[src/rtl/cpu_sequencer.sv]
// cpu_sequencer: multi-cycle control sequencer for a small RV32-style core.
// Walks each instruction through FETCH, DECODE, EXEC, optional MEM and WB,
// and decodes the datapath enables from the registered state and the opcode.
// Optional feature macro: CPU_SEQ_TRAP_EN. It adds the TRAP state, which is
// entered on an unknown opcode or on a data-memory wait timeout.
// Without the macro, unknown opcodes retire as NOPs and MEM waits indefinitely.
//
// Memory handshake: while in MEM the sequencer holds dm_read_en or
// dm_write_en high every cycle. The access completes in the first MEM cycle
// that samples mem_ready=1, and that cycle is the last one with the enable
// asserted. mem_ready is ignored outside MEM.
module cpu_sequencer #(
   parameter int unsigned MEM_WAIT_MAX = 15
) (
   input  logic       clk,
   input  logic       rst,
   input  logic       run,
   input  logic [6:0] opcode,
   input  logic       branch_taken,
   input  logic       mem_ready,
   output logic       ir_load,
   output logic       reg_read_en,
   output logic       reg_write_en,
   output logic       dm_read_en,
   output logic       dm_write_en,
   output logic       pc_write_en,
   output logic       pc_sel,
   output logic       alu_a_sel,
   output logic       alu_b_sel,
   output logic       instr_retired,
   output logic       trap,
   output logic [1:0] wb_sel,
   output logic [2:0] state
);

   localparam logic [2:0] S_IDLE   = 3'd0;
   localparam logic [2:0] S_FETCH  = 3'd1;
   localparam logic [2:0] S_DECODE = 3'd2;
   localparam logic [2:0] S_EXEC   = 3'd3;
   localparam logic [2:0] S_MEM    = 3'd4;
   localparam logic [2:0] S_WB     = 3'd5;
   localparam logic [2:0] S_TRAP   = 3'd6;

   localparam logic [6:0] OPC_LOAD   = 7'b0000011;
   localparam logic [6:0] OPC_STORE  = 7'b0100011;
   localparam logic [6:0] OPC_OP     = 7'b0110011;
   localparam logic [6:0] OPC_OPIMM  = 7'b0010011;
   localparam logic [6:0] OPC_LUI    = 7'b0110111;
   localparam logic [6:0] OPC_AUIPC  = 7'b0010111;
   localparam logic [6:0] OPC_JAL    = 7'b1101111;
   localparam logic [6:0] OPC_JALR   = 7'b1100111;
   localparam logic [6:0] OPC_BRANCH = 7'b1100011;
   localparam logic [6:0] OPC_FENCE  = 7'b0001111;
   localparam logic [6:0] OPC_SYSTEM = 7'b1110011;

   logic [2:0] state_q;
   logic [2:0] state_d;
   logic       is_load, is_store, is_op, is_opimm, is_lui, is_auipc;
   logic       is_jal, is_jalr, is_branch, is_fence, is_system;
   logic       is_known, is_jump, exec_retire, exec_trap, mem_timeout;
   logic [2:0] next_instr;

   assign is_load   = (opcode == OPC_LOAD);
   assign is_store  = (opcode == OPC_STORE);
   assign is_op     = (opcode == OPC_OP);
   assign is_opimm  = (opcode == OPC_OPIMM);
   assign is_lui    = (opcode == OPC_LUI);
   assign is_auipc  = (opcode == OPC_AUIPC);
   assign is_jal    = (opcode == OPC_JAL);
   assign is_jalr   = (opcode == OPC_JALR);
   assign is_branch = (opcode == OPC_BRANCH);
   assign is_fence  = (opcode == OPC_FENCE);
   assign is_system = (opcode == OPC_SYSTEM);
   assign is_jump   = is_jal | is_jalr;
   assign is_known  = is_load | is_store | is_op | is_opimm | is_lui | is_auipc |
                      is_jump | is_branch | is_fence | is_system;

   // Run is only looked at when an instruction finishes.
   assign next_instr = run ? S_FETCH : S_IDLE;
   assign state      = state_q;

`ifdef CPU_SEQ_TRAP_EN
   localparam logic [7:0] WAIT_LAST = 8'(MEM_WAIT_MAX - 1);

   logic [7:0] wait_cnt;

   // Unknown opcodes trap instead of retiring.
   assign exec_retire = is_branch | is_fence | is_system;
   assign exec_trap   = ~is_known;
   // This MEM cycle is the MEM_WAIT_MAX-th one without mem_ready.
   assign mem_timeout = (wait_cnt == WAIT_LAST);
   assign trap        = (state_q == S_TRAP);

   // Count consecutive MEM cycles without mem_ready. The count is zero on MEM entry.
   always_ff @(posedge clk) begin
      if (rst) begin
         wait_cnt <= '0;
      end else if (state_q == S_MEM && !mem_ready && !mem_timeout) begin
         wait_cnt <= wait_cnt + 8'd1;
      end else begin
         wait_cnt <= '0;
      end
   end
`else
   logic unused_wait_max;

   // Unknown opcodes take the short retire path as a NOP.
   assign exec_retire     = is_branch | is_fence | is_system | ~is_known;
   assign exec_trap       = 1'b0;
   assign mem_timeout     = 1'b0;
   assign trap            = 1'b0;
   assign unused_wait_max = (MEM_WAIT_MAX == 0);
`endif

   // State register; reset wins over everything, including a pending MEM access.
   always_ff @(posedge clk) begin
      if (rst) begin
         state_q <= S_IDLE;
      end else begin
         state_q <= state_d;
      end
   end

   // Next-state selection.
   always_comb begin
      state_d = state_q;
      case (state_q)
         S_IDLE:   if (run) state_d = S_FETCH;
         S_FETCH:  state_d = S_DECODE;
         S_DECODE: state_d = S_EXEC;
         S_EXEC: begin
            if (exec_trap)                state_d = S_TRAP;
            else if (is_load || is_store) state_d = S_MEM;
            else if (exec_retire)         state_d = next_instr;
            else                          state_d = S_WB;
         end
         S_MEM: begin
            if (mem_ready)        state_d = is_load ? S_WB : next_instr;
            else if (mem_timeout) state_d = S_TRAP;
         end
         S_WB:     state_d = next_instr;
         S_TRAP:   state_d = S_TRAP;
         default:  state_d = S_IDLE;
      endcase
   end

   // Datapath enables decoded from state, opcode, branch_taken and mem_ready.
   always_comb begin
      ir_load       = 1'b0;
      reg_read_en   = 1'b0;
      reg_write_en  = 1'b0;
      dm_read_en    = 1'b0;
      dm_write_en   = 1'b0;
      pc_write_en   = 1'b0;
      pc_sel        = 1'b0;
      alu_a_sel     = 1'b0;
      alu_b_sel     = 1'b0;
      instr_retired = 1'b0;
      wb_sel        = 2'b00;
      case (state_q)
         S_FETCH:  ir_load     = 1'b1;
         S_DECODE: reg_read_en = 1'b1;
         S_EXEC: begin
            alu_a_sel = is_auipc | is_jal | is_branch;
            alu_b_sel = ~(is_op | is_branch);
            if (exec_retire) begin
               pc_write_en   = 1'b1;
               pc_sel        = is_branch & branch_taken;
               instr_retired = 1'b1;
            end
         end
         S_MEM: begin
            dm_read_en  = is_load;
            dm_write_en = ~is_load;
            if (mem_ready && !is_load) begin
               pc_write_en   = 1'b1;
               instr_retired = 1'b1;
            end
         end
         S_WB: begin
            reg_write_en  = 1'b1;
            pc_write_en   = 1'b1;
            pc_sel        = is_jump;
            instr_retired = 1'b1;
            if (is_load)      wb_sel = 2'b01;
            else if (is_jump) wb_sel = 2'b10;
         end
         default: ;
      endcase
   end

endmodule
[config.mk]
export PLATFORM = sky130hd
export DESIGN_NAME = cpu_sequencer
export DESIGN_NICKNAME = d
export VERILOG_FILES = /design/src/rtl/cpu_sequencer.sv
export SDC_FILE = /design/constraint.sdc
export NUM_CORES = 1
export LEC_CHECK = 0
export CAP_MARGIN = 0
export CORE_UTILIZATION = 35
export CTS_CLUSTER_SIZE = 16
export DETAILED_ROUTE_END_ITERATION = 7
export PLACE_DENSITY = 0.78
export SLEW_MARGIN = 20
export SYNTH_ARGS = -nofsm -noshare
export SYNTH_HDL_FRONTEND = slang
export SYNTH_SLANG_ARGS = --single-unit
[constraint.sdc]
create_clock -name clk -period 1.55 [get_ports clk]
set_clock_uncertainty 0.1 [all_clocks]
set_input_delay 0.155 -clock clk [delete_from_list [all_inputs] [get_ports clk]]
set_output_delay 0.155 -clock clk [all_outputs]
set_load 0.02 [all_outputs]
==> flow_metrics.tcl, run 1 <==
set metrics [dict create \
    path_buf_inv 2 \
    regToRegEndpoint "state[0]$_SDFFE_PP0P_" \
    drc 0 \
    fill_cells 82 \
    p_per_area_nw_per_um2 471 \
    ant_nets 0 \
    num_rows 12 \
    synth_seq_cells 3 \
    pre_cts_ws_ps -844 \
    io_buffers 26 \
    insertion_delay_ps 240 \
    startpoint "state[0]$_SDFFE_PP0P_" \
    drv_slew 0 \
    power_leakage_uw 0.000430 \
    vdd_drop_max_uv 634 \
    cts_sinks 3 \
    root_buffer "clkbuf_4" \
    crit_chain "inv_2, or3_4, o32ai_4, buf_6" \
    nets 121 \
    hold_path.class "primary input to flop" \
    r2r_setup_slack_ps 40 \
    violations "negative setup slack" \
    hold_slack_ps 448 \
    clk_pin_slew_worst_paths_ps 40 \
    fin_area_um2 932 \
    initial_core_util 0.396 \
    synth_area_leaders "dfxtp_1, buf_12, nor2_1" \
    core_area_um2 1160 \
    vias 668 \
    seq_area_frac_synth 0.131 \
    crit_cells 4 \
    die_h_um 38.2 \
    dr.first_iter.drc_count 19 \
    reg2reg_depth 7 \
    grt_overflow_total 0 \
    cpPeakStageDelay_ps 410 \
    yosys_warnings 0 \
    htreeDepth 1 \
    rsz0062_at_grt "yes" \
    cts_buffers 3 \
    crit_family "simple AND/OR/NAND/NOR gates" \
    grt_pass1_vias 581 \
    antenna_found_initial 0 \
    grt_pass1_wl_um 2530 \
    gp_congestion 0.901 \
    grt_max_degree 12 \
    synthesis.area_um2 458 \
    cp-endpoint "pc_sel" \
    die_area_um2 1460 \
    utilization 0.806 \
    clockBufferDepth 2 \
    crit_path_start_kind "flop" \
    period_share 1.08 \
    die_x_um 38.2 \
    yosysTopAreaCellShare 0.131 \
    crit_slowest_cell "or3_4" \
    synth_top_cell_by_area "dfxtp_1" \
    cts_hold_buf 0 \
    drive_above_1_share 0.593 \
    dpl_cell_area_um2 841 \
    fin_crit_ps 1670 \
    ioPinCount 28 \
    fmax_mhz 598 \
    cp-end-kind "primary output" \
    path_class "flop to primary output" \
    required_ps 1290 \
    timing.rr.start "state[0]$_SDFFE_PP0P_" \
    synth_fp_nets 74 \
    hold_viol_final 0 \
    critical_path_peak_fanout 5 \
    worst_slack_ps -121 \
    dr.pass1.iters 4 \
    syn_inst 62 \
    routed_wl_um 1810 \
    outcome "finished with violations" \
    synth.distinct_cells 34 \
    finalSetupViolCount 6 \
    hpwl_um 1190 \
    drv_cap 0 \
    cts_tree "built" \
    largest_reg_flops 3 \
    power_uw 439 \
    area_growth_pct 104 \
    worstPathArrival_ps 1420 \
    track_usage 0.247 \
    wl_per_cell_um 14.9 \
    avgSynthCellArea_um2 7.39 \
    via_per_inst 5.48 \
    diodes 0 \
]
[logic make-up (layout without fill, tap and decap cells)]
group | Yosys count | after routing | synth area share
compound gates | 14 | 14 | 0.210
flops | 3 | 3 | 0.131
other cells | 1 | 1 | 0.00819
buf+inv | 11 | 57 | 0.197
xor+xnor | 1 | 1 | 0.0191
simple gates | 32 | 32 | 0.434
[worst register-to-register path: cells and delay by family, from the launching register on]
family	cells	cell delay, ps
compound gates	1	350
buf+inv	4	420
simple gates	2	180
flops	1	340
[per-stage QoR]
step	instances	TNS (ps)
after floorplan	62	-102
after global placement	114	-6960
after detailed placement	114	-7320
after CTS	119	-497
after global routing	122	-575
final	122	-393
[how the worst min path moves through the flow]
stage	from	endpoint	slack, ps	cells after the start
global route	rst	state[1]$_SDFFE_PP0P_	470	2
detailed placement	state[1]$_SDFFE_PP0P_	state[1]$_SDFFE_PP0P_	520	3
global placement	state[1]$_SDFFE_PP0P_	state[1]$_SDFFE_PP0P_	510	3
CTS	rst	state[1]$_SDFFE_PP0P_	450	2
floorplan	rst	state[1]$_SDFFE_PP0P_	120	1
finish	rst	state[1]$_SDFFE_PP0P_	450	2
[what timing repair did]
| action | 4_1_cts | 5_1_grt |
|---|---|---|
| gates cloned | 0 | 0 |
| pin swaps | 5 | 8 |
| endpoints found under the setup margin | 16 | 11 |
| buffers inserted | 1 | 3 |
| resized for setup | 83 | 18 |
[report_power, final]
group	internal (uW)	total (uW)	switching, uW
registers	84.7	88.6	3.90
clock network	96.5	139	42.1
logic	101	212	111
[cells in the final DEF, fill, tap and decap left out, types with 2 or more instances in the layout]
cell / count
nor2_1: 7
clkbuf_2: 5
buf_4: 23
clkdlybuf4s50_1: 4
buf_6: 8
nor3_1: 4
clkbuf_4: 3
inv_2: 2
dlygate4sd2_1: 3
a21oi_1: 3
nand3_2: 3
nand2_1: 2
buf_2: 4
inv_1: 3
a31oi_1: 2
[synthesized netlist by cell type (all sizes together)]
master and instances:
nor3b 1, or3 1, o22ai 2, nor3 4, a311oi 1, and4bb 1, and2 1, nand2 3
o311a 1, nand2b 1, xor2 1, nor2b 2, nor4 2, nand4bb 1, o21ai 1, dfxtp 3
inv 5, nand4b 1, a31oi 2, or4 1, nand3 3, nand4 1, conb 1, o32ai 2
buf 6, a21oi 4, a32o 1, nor2 8, and3 1
[cell type report]
cell class / instances / area (um^2) / share of cell area
multi-input cells: 48 / 418 / 0.448
repair buffers: 48 / 387 / 0.415
flip-flops and latches: 3 / 65.1 / 0.0698
clock buffers: 4 / 26.3 / 0.0282
inverters: 5 / 18.8 / 0.0201
well taps: 14 / 17.5 / 0.0188
[metal layers]
metal	track usage	share of wire	vias up
li1	-	-	319
met3	0.0349	0.061	4
met5	0	0	-
met2	0.394	0.49	34
met4	0.0804	0.014	0
met1	0.336	0.43	311
Power figures use the tool's default switching activity.
==> run 2, diff against run 1 <==
--- a/config.mk
+++ b/config.mk
@@ -7,6 +7,7 @@
 export LEC_CHECK = 0
 export CAP_MARGIN = 0
 export CORE_UTILIZATION = 35
+export CTS_CLUSTER_DIAMETER = 150
 export CTS_CLUSTER_SIZE = 16
 export DETAILED_ROUTE_END_ITERATION = 7
 export PLACE_DENSITY = 0.78
==> results of run 2 <==
The final DEF is identical to that of run 1; final timing and power are the same.
